===== config.mk =====
export PLATFORM = sky130hd
export DESIGN_NAME = svm_feature_packer_flat
export DESIGN_NICKNAME = d
export VERILOG_FILES = /design/src/rtl/svm_feature_packer_if.sv /design/src/rtl/svm_feature_packer.sv /design/src/flat_wrapper.sv
export SDC_FILE = /design/constraint.sdc
export NUM_CORES = 2
export LEC_CHECK = 0
export CORE_ASPECT_RATIO = 0.8
export CORE_MARGIN = 1
export CORE_UTILIZATION = 40
export CTS_CLUSTER_DIAMETER = 150
export DETAILED_ROUTE_END_ITERATION = 8
export PLACE_DENSITY = 0.62
export SETUP_SLACK_MARGIN = 0.1
export SLEW_MARGIN = 20
export SYNTH_ARGS = -nofsm -noshare
export SYNTH_HDL_FRONTEND = slang
export SYNTH_SLANG_ARGS = --single-unit

===== constraint.sdc =====
create_clock -name clk -period 15.37 [get_ports clk]
set_input_delay 3.074 -clock clk [delete_from_list [all_inputs] [get_ports clk]]
set_output_delay 3.074 -clock clk [all_outputs]
set_load 0.01 [all_outputs]

===== src/rtl/svm_feature_packer_if.sv =====
// Bundle between the byte producer, the packer and the classifier-side FIFO reader.
// Handshakes: a byte moves on a rising edge when in_valid && in_ready; a word is popped
// on a rising edge when rdfifo && !rdempty. rddata is valid whenever rdempty is low.
interface svm_feature_packer_if #(
    parameter int LVL_W = 5
);
    logic [7:0]       in_data;
    logic             in_valid;
    logic             in_last;
    logic             in_ready;
    logic [127:0]     rddata;
    logic             rdempty;
    logic             rdfifo;
    logic [LVL_W-1:0] fifo_level;
    logic             vec_done;
    logic             pad_event;
    logic             underflow_err;
    logic             dbg_pad;

    modport slave (
        input  in_data, in_valid, in_last, rdfifo,
        output in_ready, rddata, rdempty, fifo_level, vec_done, pad_event,
               underflow_err, dbg_pad
    );

    modport master (
        output in_data, in_valid, in_last, rdfifo,
        input  in_ready, rddata, rdempty, fifo_level, vec_done, pad_event,
               underflow_err, dbg_pad
    );
endinterface


===== src/rtl/svm_feature_packer.sv =====
// Packs a feature byte stream into 128-bit little-endian words, pads short vectors to
// VECTOR_WORDS words with zeros, and buffers the words in a first-word-fall-through FIFO.
module svm_feature_packer #(
    parameter int DEPTH        = 16,
    parameter int VECTOR_WORDS = 512,
    parameter int LVL_W        = 5
) (
    input logic                  clk,
    input logic                  reset,
    svm_feature_packer_if.slave  bus
);
    localparam int AW = (DEPTH > 1) ? $clog2(DEPTH) : 1;
    localparam int CW = (VECTOR_WORDS > 1) ? $clog2(VECTOR_WORDS) : 1;
    localparam logic [LVL_W-1:0] FULL_LVL  = LVL_W'(DEPTH);
    localparam logic [CW-1:0]    LAST_WORD = CW'(VECTOR_WORDS - 1);

    typedef enum logic {
        FILL = 1'b0,
        PAD  = 1'b1
    } state_t;

    state_t           state;
    state_t           state_next;
    logic [3:0]       byte_idx;
    logic [127:0]     word_buf;
    logic [127:0]     fill_word;
    logic [127:0]     push_data;
    logic [CW-1:0]    word_cnt;
    logic [127:0]     mem [DEPTH];
    logic [AW-1:0]    wr_ptr;
    logic [AW-1:0]    rd_ptr;
    logic [LVL_W-1:0] level;
    logic             not_full;
    logic             empty;
    logic             in_ready;
    logic             accept;
    logic             push;
    logic             pop;
    logic             vec_end;
    logic             start_pad;
    logic             vec_done_q;
    logic             pad_event_q;
    logic             underflow_q;

    assign not_full = level < FULL_LVL;
    assign empty    = (level == '0);
    assign pop      = bus.rdfifo && !empty;
    assign vec_end  = (word_cnt == LAST_WORD);
    assign accept   = bus.in_valid && in_ready;

    // word_buf is cleared after every push, so unfilled bytes of a partial word are zero.
    always_comb begin
        fill_word = word_buf;
        fill_word[{byte_idx, 3'b000} +: 8] = bus.in_data;
    end

    always_comb begin
        state_next = state;
        in_ready   = 1'b0;
        push       = 1'b0;
        push_data  = word_buf;
        start_pad  = 1'b0;
        case (state)
            FILL: begin
                in_ready = not_full && !reset;
                if (bus.in_valid && in_ready) begin
                    push      = (byte_idx == 4'd15);
                    push_data = fill_word;
                    if (bus.in_last && !(push && vec_end)) begin
                        state_next = PAD;
                        start_pad  = 1'b1;
                    end
                end
            end
            PAD: begin
                push = not_full;
                if (push && vec_end) begin
                    state_next = FILL;
                end
            end
            default: state_next = FILL;
        endcase
    end

    always_ff @(posedge clk) begin
        if (reset) begin
            state       <= FILL;
            byte_idx    <= '0;
            word_buf    <= '0;
            word_cnt    <= '0;
            wr_ptr      <= '0;
            rd_ptr      <= '0;
            level       <= '0;
            vec_done_q  <= 1'b0;
            pad_event_q <= 1'b0;
            underflow_q <= 1'b0;
        end else begin
            state <= state_next;
            if (push) begin
                byte_idx <= '0;
                word_buf <= '0;
                word_cnt <= vec_end ? '0 : word_cnt + 1'b1;
                wr_ptr   <= wr_ptr + 1'b1;
            end else if (accept) begin
                byte_idx <= byte_idx + 1'b1;
                word_buf <= fill_word;
            end
            if (pop) begin
                rd_ptr <= rd_ptr + 1'b1;
            end
            if (push && !pop) begin
                level <= level + 1'b1;
            end else if (pop && !push) begin
                level <= level - 1'b1;
            end
            vec_done_q  <= push && vec_end;
            pad_event_q <= start_pad;
            if (bus.rdfifo && empty) begin
                underflow_q <= 1'b1;
            end
        end
    end

    // Storage needs no reset: the head is masked to zero while the FIFO is empty.
    always_ff @(posedge clk) begin
        if (push) begin
            mem[wr_ptr] <= push_data;
        end
    end

    assign bus.in_ready      = in_ready;
    assign bus.rddata        = empty ? '0 : mem[rd_ptr];
    assign bus.rdempty       = empty;
    assign bus.fifo_level    = level;
    assign bus.vec_done      = vec_done_q;
    assign bus.pad_event     = pad_event_q;
    assign bus.underflow_err = underflow_q;
    assign bus.dbg_pad       = (state == PAD);
endmodule


===== src/flat_wrapper.sv =====
// flat-port wrapper written by rule: the top's interface ports become plain ports
module svm_feature_packer_flat 
#(
    parameter int DEPTH        = 16,
    parameter int VECTOR_WORDS = 512,
    parameter int LVL_W        = 5
)
  (clk, reset, bus_in_data, bus_in_valid, bus_in_last, bus_rdfifo, bus_in_ready, bus_rddata, bus_rdempty, bus_fifo_level, bus_vec_done, bus_pad_event, bus_underflow_err, bus_dbg_pad);
  svm_feature_packer_if #(.LVL_W(LVL_W)) bus_i ();
  input logic clk;
  input logic reset;
  input wire logic [$bits(bus_i.in_data)-1:0] bus_in_data;
  input wire logic [$bits(bus_i.in_valid)-1:0] bus_in_valid;
  input wire logic [$bits(bus_i.in_last)-1:0] bus_in_last;
  input wire logic [$bits(bus_i.rdfifo)-1:0] bus_rdfifo;
  output wire logic [$bits(bus_i.in_ready)-1:0] bus_in_ready;
  output wire logic [$bits(bus_i.rddata)-1:0] bus_rddata;
  output wire logic [$bits(bus_i.rdempty)-1:0] bus_rdempty;
  output wire logic [$bits(bus_i.fifo_level)-1:0] bus_fifo_level;
  output wire logic [$bits(bus_i.vec_done)-1:0] bus_vec_done;
  output wire logic [$bits(bus_i.pad_event)-1:0] bus_pad_event;
  output wire logic [$bits(bus_i.underflow_err)-1:0] bus_underflow_err;
  output wire logic [$bits(bus_i.dbg_pad)-1:0] bus_dbg_pad;
  assign bus_i.in_data = bus_in_data;
  assign bus_i.in_valid = bus_in_valid;
  assign bus_i.in_last = bus_in_last;
  assign bus_i.rdfifo = bus_rdfifo;
  assign bus_in_ready = bus_i.in_ready;
  assign bus_rddata = bus_i.rddata;
  assign bus_rdempty = bus_i.rdempty;
  assign bus_fifo_level = bus_i.fifo_level;
  assign bus_vec_done = bus_i.vec_done;
  assign bus_pad_event = bus_i.pad_event;
  assign bus_underflow_err = bus_i.underflow_err;
  assign bus_dbg_pad = bus_i.dbg_pad;
  svm_feature_packer #(.DEPTH(DEPTH), .VECTOR_WORDS(VECTOR_WORDS), .LVL_W(LVL_W)) u_core (.clk(clk), .reset(reset), .bus(bus_i));
endmodule

==> metrics.yaml <==
synth_area_per_cell_um2: 20.5
rrSetupSlack_ns: 10.92
syn_to_final_growth_pct: 13.8
path_cells: "buf_4 > buf_4 > buf_4 > mux4_2 > nor2b_1 > a211oi_1 > a211oi_1 > clkdlybuf4s50_1"
final.setup_skew_ns: 0.0726
synth_area_leaders: "edfxtp_1 72%, mux4_2 13%, dfxtp_1 3.8%, mux2i_1 2.2%, a211oi_1 1.6%"
syn_nets: 4208
final_common_cell: "edfxtp_1"
yosysWarnings: 0
leakagePower_nw: 28.2
fin_crit_ns: 8.63
slew_headroom: 0.261
synth_async_sr_flop_share: 0
tightest_slew_ns: 1.11
yosysSeqAreaShare: 0.756
cts-buffers-inserted: 206
io-pin-count: 152
place.gp.congestion: 0.796
cp_common_cell: "buf_4"
ys_ff_latch: 2210
critPathKind: "reg2out"
grt_usage: 0.195
cts_buffer_depth: 3
grt_max_degree: 157
grt_pass1_vias: 42645
hold_viol_final: 0
fin_total_pwr_w: 0.0142
crit_path_end_kind: "primary output"
drt_iter0_markers: 4595
timing.rr.end: "u_core.mem[10][45]"
clk_latency_ns: 0.85
ant_nets: 0
drive_above_1_share: 0.226
slew_viol_final: 0
synth.largest_area_cell: "edfxtp_1"
cp.arrival_ns: 5.55
endpoint: "bus_rddata[126]"
core_um2: 212000
avgViaCountPerCell: 5.73
critical_path_buf_inv_count: 4
cts_setup_buffers: 0
crit_family: "buffers and inverters"
postCtsHoldBufs: 0
irDropWorstVdd_mv: 0.243
rsz0062_at_grt: "false"
required_ns: 12.30
crit_slowest_cell: "dfxtp_4"
fmax_ghz: 0.116
ctsResizeCount: 0
timing.rr.start: "u_core.byte_idx[1]"
mappedNetlistArea_um2: 85600
drt_pre_antenna_iters: 6
cp.depth: 8
io_buffer_count: 151
netlist_instances: 4179
power_density_nw_per_um2: 146
synth_cell_types: 60
antenna_found_initial: 8
routedWlPerCell_um: 28.5
final_cell_mix: "2048 x edfxtp_1, 512 x mux4_2, 208 x clkbuf_16"
cts_sinks: 2210
floorplan.rows: 151
start_kind: "flip-flop"
finalSetupViolCount: 0
root_buffer: "clkbuf_16"
vias: 42421
finalSetupTns_ns: 0
die_w_um: 519
worst_path_largest_cell_delay_ns: 0.79
cts.htree.levels: 4
cts.clk_slew.worst_paths_ns: 0.06
grt-ovfl-total: 0
fin_crit_sh: 0.561
fp.dieH_um: 416
ys_dominant_reg_cell: "edfxtp_1"
synth-edff-count: 2048
start_util: 0.404
yosysTopAreaCellShare: 0.718
finalNetCount: 4418
status: "completed"
dieArea_um2: 216000
wirelength_um: 211000
r2r_cells: 8
critPathMaxFanout: 43
drc: 0
drv_cap: 0
hold_path_class: "reg2reg"
dp_hpwl_um: 110000
cts_tree: "done"
post-route-util: 0.459
grt_pass1_wl_um: 304000
==> cell usage after synthesis, types with 53 or more instances <==
cell type	number
a211oi_1	184
a21oi_1	59
buf_2	79
clkbuf_1	156
dfxtp_1	162
edfxtp_1	2048
mux2i_1	188
mux4_2	512
nand2_1	140
nand3_1	62
nor2_1	53
nor2b_1	94
o21ai_0	115
==> metrics by stage <==
step | cell area, um^2 | hold WS [ns] | instances | setup WS (ns)
after floorplan | 85600 | 0.432 | 4179 | 2.08
final | 97400 | 0.458 | 7399 | 6.74
after global routing | 97400 | 0.471 | 7399 | 6.30
after global placement | 90700 | 0.441 | 7011 | 7.38
after CTS | 97300 | 0.460 | 7397 | 6.43
after detailed placement | 90700 | 0.451 | 7011 | 7.37
==> power breakdown <==
group,switching (W),internal (W),leakage (nW)
Sequential,0.0000558,0.00657,18.4
Clock,0.00221,0.00279,3.23
Combinational,0.00144,0.00114,6.56
Total,0.00371,0.0105,28.2
==> logic make-up after synthesis <==
family	share of synthesized area
flops	0.756
compound gates	0.0347
fa+ha+maj	0.00243
xor+xnor	0.00113
buf+inv	0.0148
simple gates	0.0272
mux	0.164
==> cell type report <==
cell class / count / area [um^2]
clock buffer: 282 / 5620
antenna: 2 / 5.00
inverter: 26 / 97.6
clock inverter: 104 / 983
tap: 2830 / 3540
multi-input combinational: 1674 / 19900
timing repair buffer: 271 / 2530
fill: 17600 / 115000
sequential: 2210 / 64800
==> sequential cells by signal (all words and copies together), names as in the netlist, named ones only <==
register                  count
u_core.rd_ptr                 4
u_core.mem                 2048
u_core.byte_idx               4
u_core.bus.vec_done           1
u_core.bus.underflow_err      1
u_core.word_cnt               9
u_core.bus.dbg_pad            1
u_core.bus.fifo_level         5
u_core.wr_ptr                 4
u_core.bus.pad_event          1
u_core.word_buf             128
==> tightest hold or removal path: stages, from the launching register on <==
cell and delay, ns:
dfxtp_1 0.31, nand2_1 0.05, mux2i_1 0.05
==> worst min path at each step <==
| stage | start | to | slack, ns | cells past startpoint |
|---|---|---|---|---|
| 2_1_floorplan | u_core.word_buf[64] | u_core.word_buf[64] | 0.43 | 2 |
| 3_3_place_gp | u_core.word_buf[64] | u_core.word_buf[64] | 0.44 | 2 |
| 3_5_place_dp | u_core.word_buf[50] | u_core.word_buf[50] | 0.45 | 2 |
| 4_1_cts | u_core.word_buf[50] | u_core.word_buf[50] | 0.46 | 2 |
| 5_1_grt | u_core.word_buf[50] | u_core.word_buf[50] | 0.47 | 2 |
| 6_report | u_core.word_buf[64] | u_core.word_buf[64] | 0.46 | 2 |
==> layer usage <==
| layer | vias to the layer above | wire length (um) | part of all wire | GRT usage |
|---|---|---|---|---|
| li1 | 17772 | - | - | - |
| met1 | 22842 | 92200 | 0.44 | 0.281 |
| met2 | 1521 | 99100 | 0.47 | 0.304 |
| met3 | 286 | 14900 | 0.071 | 0.0365 |
| met4 | 0 | 4980 | 0.024 | 0.0498 |
| met5 | - | 0 | 0 | 0 |
Power figures use the tool's default switching activity.
